===== config.mk =====
export PLATFORM = sky130hd
export DESIGN_NAME = ota_decimator
export DESIGN_NICKNAME = d
export VERILOG_FILES = /design/src/rtl/ota_decimator.sv
export SDC_FILE = /design/constraint.sdc
export NUM_CORES = 1
export LEC_CHECK = 0
export ABC_AREA = 1
export ABC_CLOCK_PERIOD_IN_PS = 1400
export CAP_MARGIN = 20
export CORE_ASPECT_RATIO = 2
export CORE_MARGIN = 2
export CORE_UTILIZATION = 40
export DETAILED_ROUTE_END_ITERATION = 12
export GPL_TIMING_DRIVEN = 0
export PLACE_DENSITY_LB_ADDON = 0.2
export RECOVER_POWER = 25
export SYNTH_ARGS = -nofsm -noshare
export SYNTH_HDL_FRONTEND = slang
export SYNTH_SLANG_ARGS = --single-unit

===== constraint.sdc =====
create_clock -name clk -period 1.4 [get_ports clk]
set_clock_uncertainty 0.05 [all_clocks]
set_input_delay 0.35 -clock clk [delete_from_list [all_inputs] [get_ports clk]]
set_output_delay 0.35 -clock clk [all_outputs]
set_load 0.05 [all_outputs]

===== src/rtl/ota_decimator.sv =====
`default_nettype none
// ============================================================================
//  Module      : ota_decimator
//  Description : Single-bit comparator decimator. Synchronizes the raw OTA
//                comparator bit, counts 1-samples over a window of
//                2^WIN_LOG2 samples and presents each window count through
//                a valid/ready output register with a sticky overrun flag.
//  Revision    : 1.0 - initial release
// ============================================================================
module ota_decimator #(
    parameter int WIN_LOG2 = 8,
    parameter int OUT_W    = WIN_LOG2 + 1
) (
    input  logic             clk,
    input  logic             rst,
    input  logic             ena,
    input  logic             cmp_in,
    output logic [OUT_W-1:0] out_code,
    output logic             out_valid,
    input  logic             out_ready,
    output logic             overrun,
    output logic             running
);

    localparam logic [1:0] c_ST_IDLE   = 2'd0;
    localparam logic [1:0] c_ST_SETTLE = 2'd1;
    localparam logic [1:0] c_ST_RUN    = 2'd2;

    localparam logic [WIN_LOG2-1:0] c_CNT_LAST = {WIN_LOG2{1'b1}};
    localparam logic [WIN_LOG2-1:0] c_CNT_ONE  = {{(WIN_LOG2-1){1'b0}}, 1'b1};

    // Reset conditioning: asserts immediately with rst, releases two clocks
    // after rst falls so no flop sees reset removal near a clock edge.
    logic [1:0]          r_rst_pipe;
    logic                w_rst_int;

    // Comparator synchronizer; r_sync[1] is the only sample source.
    logic [1:0]          r_sync;
    logic                w_sample;

    logic [1:0]          r_state;
    logic [1:0]          w_state_nxt;
    logic                r_settle_cnt;

    logic [WIN_LOG2-1:0] r_cnt;
    logic [OUT_W-1:0]    r_acc;
    logic [OUT_W-1:0]    w_result;
    logic                w_accum;
    logic                w_win_done;
    logic                w_take;

    logic [OUT_W-1:0]    r_out_code;
    logic                r_out_valid;
    logic                r_overrun;

    assign w_rst_int  = r_rst_pipe[1];
    assign w_sample   = r_sync[1];
    assign w_accum    = (r_state == c_ST_RUN) && ena;
    assign w_win_done = w_accum && (r_cnt == c_CNT_LAST);
    assign w_result   = r_acc + {{(OUT_W-1){1'b0}}, w_sample};
    assign w_take     = r_out_valid && out_ready;

    assign out_code  = r_out_code;
    assign out_valid = r_out_valid;
    assign overrun   = r_overrun;
    assign running   = (r_state == c_ST_RUN);

    // Asynchronous-assert, synchronous-release internal reset.
    always_ff @(posedge clk or posedge rst) begin
        if (rst) begin
            r_rst_pipe <= 2'b11;
        end else begin
            r_rst_pipe <= {r_rst_pipe[0], 1'b0};
        end
    end

    // Two-flop synchronizer for the asynchronous comparator bit. A floating
    // pin resolves to an arbitrary level here; SETTLE flushes it on start.
    always_ff @(posedge clk or posedge w_rst_int) begin
        if (w_rst_int) begin
            r_sync <= 2'b00;
        end else begin
            r_sync <= {r_sync[0], cmp_in};
        end
    end

    // FSM state register.
    always_ff @(posedge clk or posedge w_rst_int) begin
        if (w_rst_int) begin
            r_state <= c_ST_IDLE;
        end else begin
            r_state <= w_state_nxt;
        end
    end

    // FSM next-state: ena low from any state returns to IDLE.
    always_comb begin
        w_state_nxt = r_state;
        case (r_state)
            c_ST_IDLE: begin
                if (ena) begin
                    w_state_nxt = c_ST_SETTLE;
                end
            end
            c_ST_SETTLE: begin
                if (!ena) begin
                    w_state_nxt = c_ST_IDLE;
                end else if (r_settle_cnt) begin
                    w_state_nxt = c_ST_RUN;
                end
            end
            c_ST_RUN: begin
                if (!ena) begin
                    w_state_nxt = c_ST_IDLE;
                end
            end
            default: begin
                w_state_nxt = c_ST_IDLE;
            end
        endcase
    end

    // SETTLE dwell counter: two cycles, wraps back to 0 on the exit edge.
    always_ff @(posedge clk or posedge w_rst_int) begin
        if (w_rst_int) begin
            r_settle_cnt <= 1'b0;
        end else if ((r_state == c_ST_SETTLE) && ena) begin
            r_settle_cnt <= ~r_settle_cnt;
        end else begin
            r_settle_cnt <= 1'b0;
        end
    end

    // Window accumulator and sample counter; cleared outside RUN and on the
    // last sample so the next window begins on the following cycle.
    always_ff @(posedge clk or posedge w_rst_int) begin
        if (w_rst_int) begin
            r_acc <= '0;
            r_cnt <= '0;
        end else if (w_accum && !w_win_done) begin
            r_acc <= w_result;
            r_cnt <= r_cnt + c_CNT_ONE;
        end else begin
            r_acc <= '0;
            r_cnt <= '0;
        end
    end

    // Output register, handshake and sticky overrun. A completed window
    // loads only if the slot is empty or being consumed on the same edge;
    // otherwise the new result is dropped and overrun latches.
    always_ff @(posedge clk or posedge w_rst_int) begin
        if (w_rst_int) begin
            r_out_code  <= '0;
            r_out_valid <= 1'b0;
            r_overrun   <= 1'b0;
        end else begin
            if (w_win_done) begin
                if (!r_out_valid || out_ready) begin
                    r_out_code  <= w_result;
                    r_out_valid <= 1'b1;
                end else begin
                    r_overrun <= 1'b1;
                end
            end else if (w_take) begin
                r_out_valid <= 1'b0;
            end
            if ((r_state == c_ST_IDLE) && ena) begin
                r_overrun <= 1'b0;
            end
        end
    end

endmodule
`default_nettype wire


### Yosys cells after proc, flatten, opt, wreduce, memory -nomap -nowiden

Cells that the tools add are included.

| cells by class | value |
|---|---|
| add/subtract/negate cells | 2 |
| equality and inequality tests | 8 |
| muxes and demuxes | 14 |
| bitwise gates (word level) | 1 |
| reduce and logical (&&, ||, !) cells | 16 |

Operator list:

| cell | count |
|---|---|
| $add 9x1->9 | 1 |
| $mux 9 | 1 |
| $add 8x1->8 const B | 1 |
| $eq 8x8->1 const B | 1 |
| $mux 2 | 4 |
| $mux 8 | 1 |
| $mux 1 | 7 |
| $logic_and 1x1->1 | 6 |
| $pmux 2 s3 | 1 |
| $reduce_and 2->1 | 3 |
| $ne 2x1->1 const B | 2 |
| $ne 2x2->1 const B | 2 |
| $reduce_bool 2->1 | 2 |
| $ne 3x3->1 const B | 1 |
| $reduce_and 3->1 | 1 |
| $eq 2x1->1 const B | 1 |
| $eq 2x2->1 const B | 1 |
| $logic_not 1->1 | 2 |
| $logic_not 2->1 | 1 |
| $logic_or 1x1->1 | 1 |
| $not 1->1 | 1 |

| storage, ports and cells | value |
|---|---|
| flip-flop bits (word level) | 35 |
| bits of input ports | 5 |
| output and inout bits | 12 |
| logic and storage cells | 50 |

### Depth between registers and ports, before layout

Gate-level depths: netlist (run 1).

| depth | value |
|---|---|
| depth after elaboration | 6 |
| gate-level depth with buffers | 9 |

### Least setup slack after synthesis (run 1)

Ideal clock, no wire load.

| path | value |
|---|---|
| path type | register to register |
| start point | register r_out_valid (netlist: out_valid) |
| end point | register r_out_code[0] (netlist: out_code[0]) |
| setup time | 0.066 ns |
| arrival time | 1.276 ns |
| required time | 1.284 ns |
| setup slack | 0.008 ns |
| stages on the path, launching flop included | 7 |
| clock period less this slack | 1.392 ns |
| path through | dfrtp_1 > inv_1 > nor2_4 > inv_1 > nand4_4 > nand2_1 > nand2_1 |

| on the way | value |
|---|---|
| longest elaborated chain between the ends | 3 |

RTL lines:

| item | RTL line | source |
|---|---|---|
| start, declared | 53 | `logic r_out_valid;` |
| start signal, assigned | 155 | `r_out_valid <= 1'b0;` |
| start signal, assigned | 161 | `r_out_valid <= 1'b1;` |
| start signal, assigned | 166 | `r_out_valid <= 1'b0;` |
| $logic_not 1->1 | 159 | `if (!r_out_valid \|\| out_ready) begin` |
| $logic_or 1x1->1 | 159 |  |
| $reduce_and 2->1 (no line) | -- |  |
| end signal, assigned | 160 | `r_out_code <= w_result;` |
| end, declared | 52 | `logic [OUT_W-1:0] r_out_code;` |

No other way between the ends.
A chain may end at the register's enable or synchronous reset.

### Worst setup path after layout (run 1)

| path | value |
|---|---|
| start point | register r_sync[1] |
| end point | register r_out_code[8] (netlist: out_code[8]) |

| on the way | value |
|---|---|
| longest elaborated chain between the ends | 1 |

RTL lines:

| item | RTL line | source |
|---|---|---|
| start, declared | 38 | `logic [1:0] r_sync;` |
| start signal, assigned | 83 | `r_sync <= {r_sync[0], cmp_in};` |
| $add 9x1->9 | 60 | `assign w_result = r_acc + {{(OUT_W-1){1'b0}}, w_sample};` |

No other way between the ends.

==> impl_metrics.env, run 1 <==
export IMPL_cts_max_path_buffers=2
export IMPL_cts_tree="done"
export IMPL_cts_buffers_inserted=5
export IMPL_initial_core_util_pct=41.91
export IMPL_dieArea_um2=4627
export IMPL_ant_nets=0
export IMPL_syn_area_um2=1628
export IMPL_dp_hpwl_um=2337
export IMPL_fin_tns_setup_ns=-0.1482
export IMPL_hold_path_class="register to asynchronous set/reset pin"
export IMPL_final_cells=264
export IMPL_dr_pass1_iters=4
export IMPL_synth_top_cell_by_area="dfrtp_1"
export IMPL_dpl_cell_count=246
export IMPL_yosys_warnings=0
export IMPL_yosysSeqAreaShare_pct=53.96
export IMPL_violations="setup timing"
export IMPL_cp_end_kind="register"
export IMPL_synthesis_nets=186
export IMPL_fin_ws_ns=-0.03782
export IMPL_yosys_cell_types_count=24
export IMPL_vias_per_cell=4.822
export IMPL_timing_final_crit_period_ns=1.438
export IMPL_crit_required_ns=1.53
export IMPL_crit_arrival_ns=1.57
export IMPL_syn_avg_cell_area_um2=9.145
export IMPL_drv_slew=0
export IMPL_outcome="complete, but fails checks"
export IMPL_clkTransAtPathRegs_ns=0.07
export IMPL_antenna_found_initial=0
export IMPL_grt_overflow=0
export IMPL_die_h_um=94.22
export IMPL_fillers=366
export IMPL_synth_edff_count=0
export IMPL_core_region_area_um2=3884
export IMPL_timing_final_crit_share_pct=102.7
export IMPL_crit_family="simple AND/OR/NAND/NOR gates"
export IMPL_power_total_uw=1870
export IMPL_root_buffer="clkbuf_8"
export IMPL_start_kind="register"
export IMPL_synth_top_area_share_pct=50.73
export IMPL_cts_hold_buf=0
export IMPL_grt_max_degree=21
export IMPL_num_rows=32
export IMPL_gp_congestion=0.8204
export IMPL_port_buffers=16
export IMPL_regToRegStartpoint="r_sync[1]$_DFF_PP0_"
export IMPL_drt_initial_drc_count=22
export IMPL_maxSlewHeadroom_pct=58.27
export IMPL_finalSetupViolCount=10
export IMPL_drive_gt1_share_pct=32.86
export IMPL_die_w_um=49.11
export IMPL_cp_slowest_cell="dfrtp_1"
export IMPL_cp_slowest_stage_delay_ns=0.34
export IMPL_post_synth_top_count_cell="nand2_1"
export IMPL_diodes=0
export IMPL_cp_max_fo=3
export IMPL_ir_worst_vdd_uv=654.0
export IMPL_synth_async_reset_ratio_pct=100.0
export IMPL_cellLeakagePower_uw=0.001089
export IMPL_drc_errors=0
export IMPL_startpoint="r_sync[1]$_DFF_PP0_"
export IMPL_layout_nets=220
export IMPL_path_cells="ha_1 > ha_2 > nand2_4 > nor2_2 > nand2_1 > nand2_1 > nand2_1 > nand2_1 > nand2_1"
export IMPL_grt_pass1_vias=1369
export IMPL_rsz0062_at_grt="yes"
export IMPL_ys_top_cells_by_area="dfrtp_1, nand2_1, inv_1, nor2_8, nor2_1"
export IMPL_powerDensity_nw_per_um2=885.5
export IMPL_ios=17
export IMPL_synth_commonest_cells="nand2_1, dfrtp_1, inv_1"
export IMPL_vias=1273
export IMPL_synth_ff_type="dfrtp_1"
export IMPL_grt_pass1_wl_um=5340
export IMPL_areaGrowthSynthToFinish_pct=29.75
export IMPL_path_class="register to register"
export IMPL_wire_per_inst_um=13.08
export IMPL_wirelength_um=3454
export IMPL_cts_htree_levels=2
export IMPL_maxCapViolCount=0
export IMPL_grt_usage_pct=15.34
export IMPL_clkSinkCount=35
export IMPL_synth_seq_cells=35
export IMPL_hold_viol_final=0
export IMPL_dp_slack_ns=-0.3896
export IMPL_clock_latency_ns=0.28
export IMPL_synth_cells=178
export IMPL_max_freq_mhz=695.5
export IMPL_crit_top_cell="nand2_1"
export IMPL_worst_pin_slew_ns=0.6252
export IMPL_path_buf_inv=0
==> worst paths after layout <==
path / endpoint / slack (ns) / depth (start not counted)
max in group asynchronous: r_cnt[5]$_DFF_PP0_ / 0.50 / 2
hold reg to reg: r_sync[0]$_DFF_PP0_ / 0.28 / 1
setup reg to reg: out_code[8]$_DFFE_PP0P_ / -0.04 / 9
min in group clk: r_sync[1]$_DFF_PP0_ / 0.30 / 0
setup / recovery: out_code[8]$_DFFE_PP0P_ / -0.04 / 9
hold / removal: r_sync[0]$_DFF_PP0_ / 0.28 / 1
==> worst register-to-register path, delay by kind of cell (launching register included) <==
kind,cells,cell delay (ns)
fa+ha+maj,2,0.41
simple gates,7,0.51
flops,1,0.34
==> through the flow <==
step                      util [%]  hold slack (ns)  instance area (µm²)
after CTS                    50.90           0.3018                 1977
after floorplan                  -           0.2115                 1628
after global routing         54.38           0.3120                 2112
final                        54.38           0.2812                 2112
after global placement       47.68           0.2838                 1852
after detailed placement     48.39           0.2864                 1879
==> layer usage <==
layer  track usage [%]  vias to the layer above  wire length (µm)
met5                 0                        -                 0
met3             3.344                       16                78
met2             28.49                       26              2020
met4             14.29                        0               185
li1                  -                      619                 -
met1             12.76                      612              1170
==> report_power, final <==
group	total (µW)	switching (µW)	leakage, µW	internal (µW)
combinational	84.8	49.2	0.000566	35.6
clock	753	357	0.0000482	397
sequential	1030	6.68	0.000475	1030
==> state kept, by name, indices dropped and copies added, names as in the netlist <==
register,count
r_rst_pipe,2
out_valid,1
r_state,2
r_acc,9
r_sync,2
overrun,1
r_settle_cnt,1
out_code,9
r_cnt,8
==> timing repair <==
action,in CTS,in global routing
cloned,0,2
setup buffers,5,3
endpoints found under the setup margin,31,25
resized for setup,72,21
pin swaps,5,15
==> cell usage in the layout (no fill, tap or decap), drive strengths merged <==
cell / count
nor2: 23
clkinv: 1
inv: 26
nand3b: 2
nand2: 57
nand3: 9
clkbuf: 8
xnor2: 1
conb: 1
nand4: 4
buf: 22
dfrtp: 33
a21oi: 9
nor3: 4
nor3b: 1
dlygate4sd3: 2
clkdlybuf4s50: 2
dfstp: 2
ha: 3
o21ai: 3
==> kinds of logic after synthesis <==
group	share of synthesized area [%]
AND/OR/NAND/NOR	32.59
flip-flops	53.96
buffers and inverters	6.688
AO/OA/AOI/OAI	3.689
adder cells (fa/ha/maj)	2.306
XOR/XNOR	0.5381
other	0.2304
==> cell type report <==
type | instances | area, µm² | area share (%)
Sequential cell | 35 | 878.3 | 41.59
Multi-Input combinational cell | 117 | 735.7 | 34.83
Timing Repair Buffer | 26 | 230.2 | 10.90
Inverter | 26 | 97.59 | 4.621
Clock buffer | 7 | 86.33 | 4.088
Tap cell | 51 | 63.81 | 3.021
Buffer | 1 | 15.01 | 0.7109
Clock inverter | 1 | 5.005 | 0.2370
No activity file was read; power rests on OpenSTA's default activity.
==> inputs of run 2 (changes only) <==
--- a/config.mk
+++ b/config.mk
@@ -8,8 +8,8 @@
 export ABC_AREA = 1
 export ABC_CLOCK_PERIOD_IN_PS = 1400
 export CAP_MARGIN = 20
-export CORE_ASPECT_RATIO = 2
-export CORE_MARGIN = 2
+export CORE_ASPECT_RATIO = 0.9
+export CORE_MARGIN = 10
 export CORE_UTILIZATION = 40
 export DETAILED_ROUTE_END_ITERATION = 12
 export GPL_TIMING_DRIVEN = 0
==> run 2 against run 1 <==
  * The flow still finishes with violations (setup timing)
  * Global-route usage shrank 4.0 points
  * Die area grew 52%
  * Power shrank 1.8%
  * Cell count shrank 0.38%
==> impl_metrics.env, run 2 (synthesis results as in run 1) <==
export IMPL_grt_pass1_vias=1309
export IMPL_layout_common_cells="nand2_1, dfrtp_1, inv_1"
export IMPL_grt_max_degree=26
export IMPL_num_rows=21
export IMPL_grt_overflow=0
export IMPL_wirelength_um=3759
export IMPL_layout_nets=224
export IMPL_clock_latency_ns=0.29
export IMPL_timing_final_crit_period_ns=1.429
export IMPL_start_kind="register"
export IMPL_final_cells=263
export IMPL_switching_share_pct=23.23
export IMPL_die_h_um=80.52
export IMPL_timing_final_crit_share_pct=102.1
export IMPL_drt_initial_drc_count=106
export IMPL_cellLeakagePower_uw=0.001091
export IMPL_vias=1294
export IMPL_root_buffer="clkbuf_8"
export IMPL_fin_tns_setup_ns=-0.1453
export IMPL_powerDensity_nw_per_um2=860.1
export IMPL_hold_viol_final=0
export IMPL_drc_errors=0
export IMPL_dp_hpwl_um=2361
export IMPL_drive_gt1_share_pct=32.72
export IMPL_max_freq_mhz=699.8
export IMPL_ios=17
export IMPL_violations="setup timing"
export IMPL_seq_area_um2=878.3
export IMPL_dp_slack_ns=-0.3861
export IMPL_seqPwrFrac_pct=56.2
export IMPL_die_w_um=87.25
export IMPL_power_frac_comb_pct=4.6
export IMPL_gp_congestion=0.8149
export IMPL_rsz0062_at_grt="yes"
export IMPL_multi_input_area_um2=735.7
export IMPL_wire_per_inst_um=14.29
export IMPL_cts_htree_levels=2
export IMPL_p_switching_uw=426.5
export IMPL_cp_end_kind="register"
export IMPL_clkPwrFrac_pct=39.2
export IMPL_p_int_uw=1409
export IMPL_grt_pass1_wl_um=6230
export IMPL_clkTransAtPathRegs_ns=0.07
export IMPL_cts_hold_buf=0
export IMPL_dr_pass1_iters=4
export IMPL_layout_commonest_cell="nand2_1"
export IMPL_finalSetupViolCount=10
export IMPL_antenna_found_initial=0
export IMPL_crit_required_ns=1.58
export IMPL_crit_arrival_ns=1.61
export IMPL_cts_max_path_buffers=2
export IMPL_maxCapViolCount=0
export IMPL_cts_buffers_inserted=5
export IMPL_path_class="register to register"
export IMPL_fin_ws_ns=-0.02894
export IMPL_initial_core_util_pct=42.73
export IMPL_drv_slew=0
export IMPL_vias_per_cell=4.920
export IMPL_areaGrowthSynthToFinish_pct=31.13
export IMPL_core_region_area_um2=3810
export IMPL_ant_nets=0
export IMPL_port_buffers=16
export IMPL_dieArea_um2=7025
export IMPL_cts_tree="done"
export IMPL_diodes=0
export IMPL_fillers=331
export IMPL_dpl_cell_count=241
export IMPL_outcome="complete, but fails checks"
export IMPL_clkSinkCount=35
export IMPL_hold_path_class="register to asynchronous set/reset pin"
export IMPL_grt_usage_pct=11.29
export IMPL_cp_max_fo=5
export IMPL_ir_worst_vdd_uv=407.2
## run 2: power groups by stage
| stage | Combinational (µW) | Sequential, µW | Clock, µW |
|---|---|---|---|
| 6_report | 84.4 | 1030 | 720 |
| 5_1_grt | 94.8 | 1030 | 788 |
| 4_1_cts | 85.8 | 1030 | 728 |
| 3_5_place_dp | 74.0 | 1050 | 0 |
| 3_3_place_gp | 61.4 | 1050 | 0 |
| 2_1_floorplan | 39.8 | 1050 | 0 |
## run 2: stage by stage
stage | total power (µW) | hold WS, ns | cell area (µm²) | util (%)
6_report | 1836 | 0.2059 | 2135 | 56.03
5_1_grt | 1915 | 0.2542 | 2135 | 56.03
4_1_cts | 1846 | 0.2266 | 2059 | 54.06
3_5_place_dp | 1126 | 0.2213 | 1873 | 49.16
3_3_place_gp | 1113 | 0.2869 | 1846 | 48.44
2_1_floorplan | 1090 | 0.2115 | 1628 | -
## run 2: routing by layer
metal	up-vias	part of all wire, %	global-route usage, %
li1	634	-	-
met1	620	42	13.03
met2	33	50	17.51
met3	7	6.3	5.045
met4	0	1.5	5.255
met5	-	0	0
## run 2: worst max-delay path, cell delays in order (launching register included)
cell,delay [ns]
dfrtp_1,0.35
ha_2,0.18
nand2_2,0.07
nor2_4,0.17
buf_6,0.13
nand3_4,0.12
nor2_8,0.16
nand2_1,0.07
nand2_1,0.06
## run 2: final cells by class
class | instances | area share [%]
buffer | 1 | 0.7034
clock buffer | 7 | 3.576
clock inverter | 1 | 0.2345
inverter | 26 | 4.689
multi-input combinational | 118 | 34.47
sequential | 35 | 41.15
tap | 46 | 2.696
timing repair buffer | 29 | 12.49
## run 2: timing repair
item / 4_1_cts / 5_1_grt
setup endpoints to repair: 31 / 27
setup buffers: 10 / 1
gates cloned: 3 / 0
pin swaps: 4 / 8
resized for setup: 73 / 19
## run 2: final timing paths
kind                                          from                 endpoint  slack [ns]  cells past startpoint
max                             r_cnt[0]$_DFF_PP0_  out_code[7]$_DFFE_PP0P_       -0.03                      8
min                        r_rst_pipe[1]$_DFF_PP1_       r_acc[7]$_DFF_PP0_        0.21                      1
max reg2reg                     r_cnt[0]$_DFF_PP0_  out_code[7]$_DFFE_PP0P_       -0.03                      8
min reg2reg                r_rst_pipe[1]$_DFF_PP1_       r_acc[7]$_DFF_PP0_        0.21                      1
max in group asynchronous  r_rst_pipe[1]$_DFF_PP1_       r_cnt[4]$_DFF_PP0_        0.61                      2
min in group clk           r_rst_pipe[0]$_DFF_PP1_  r_rst_pipe[1]$_DFF_PP1_        0.31                      0
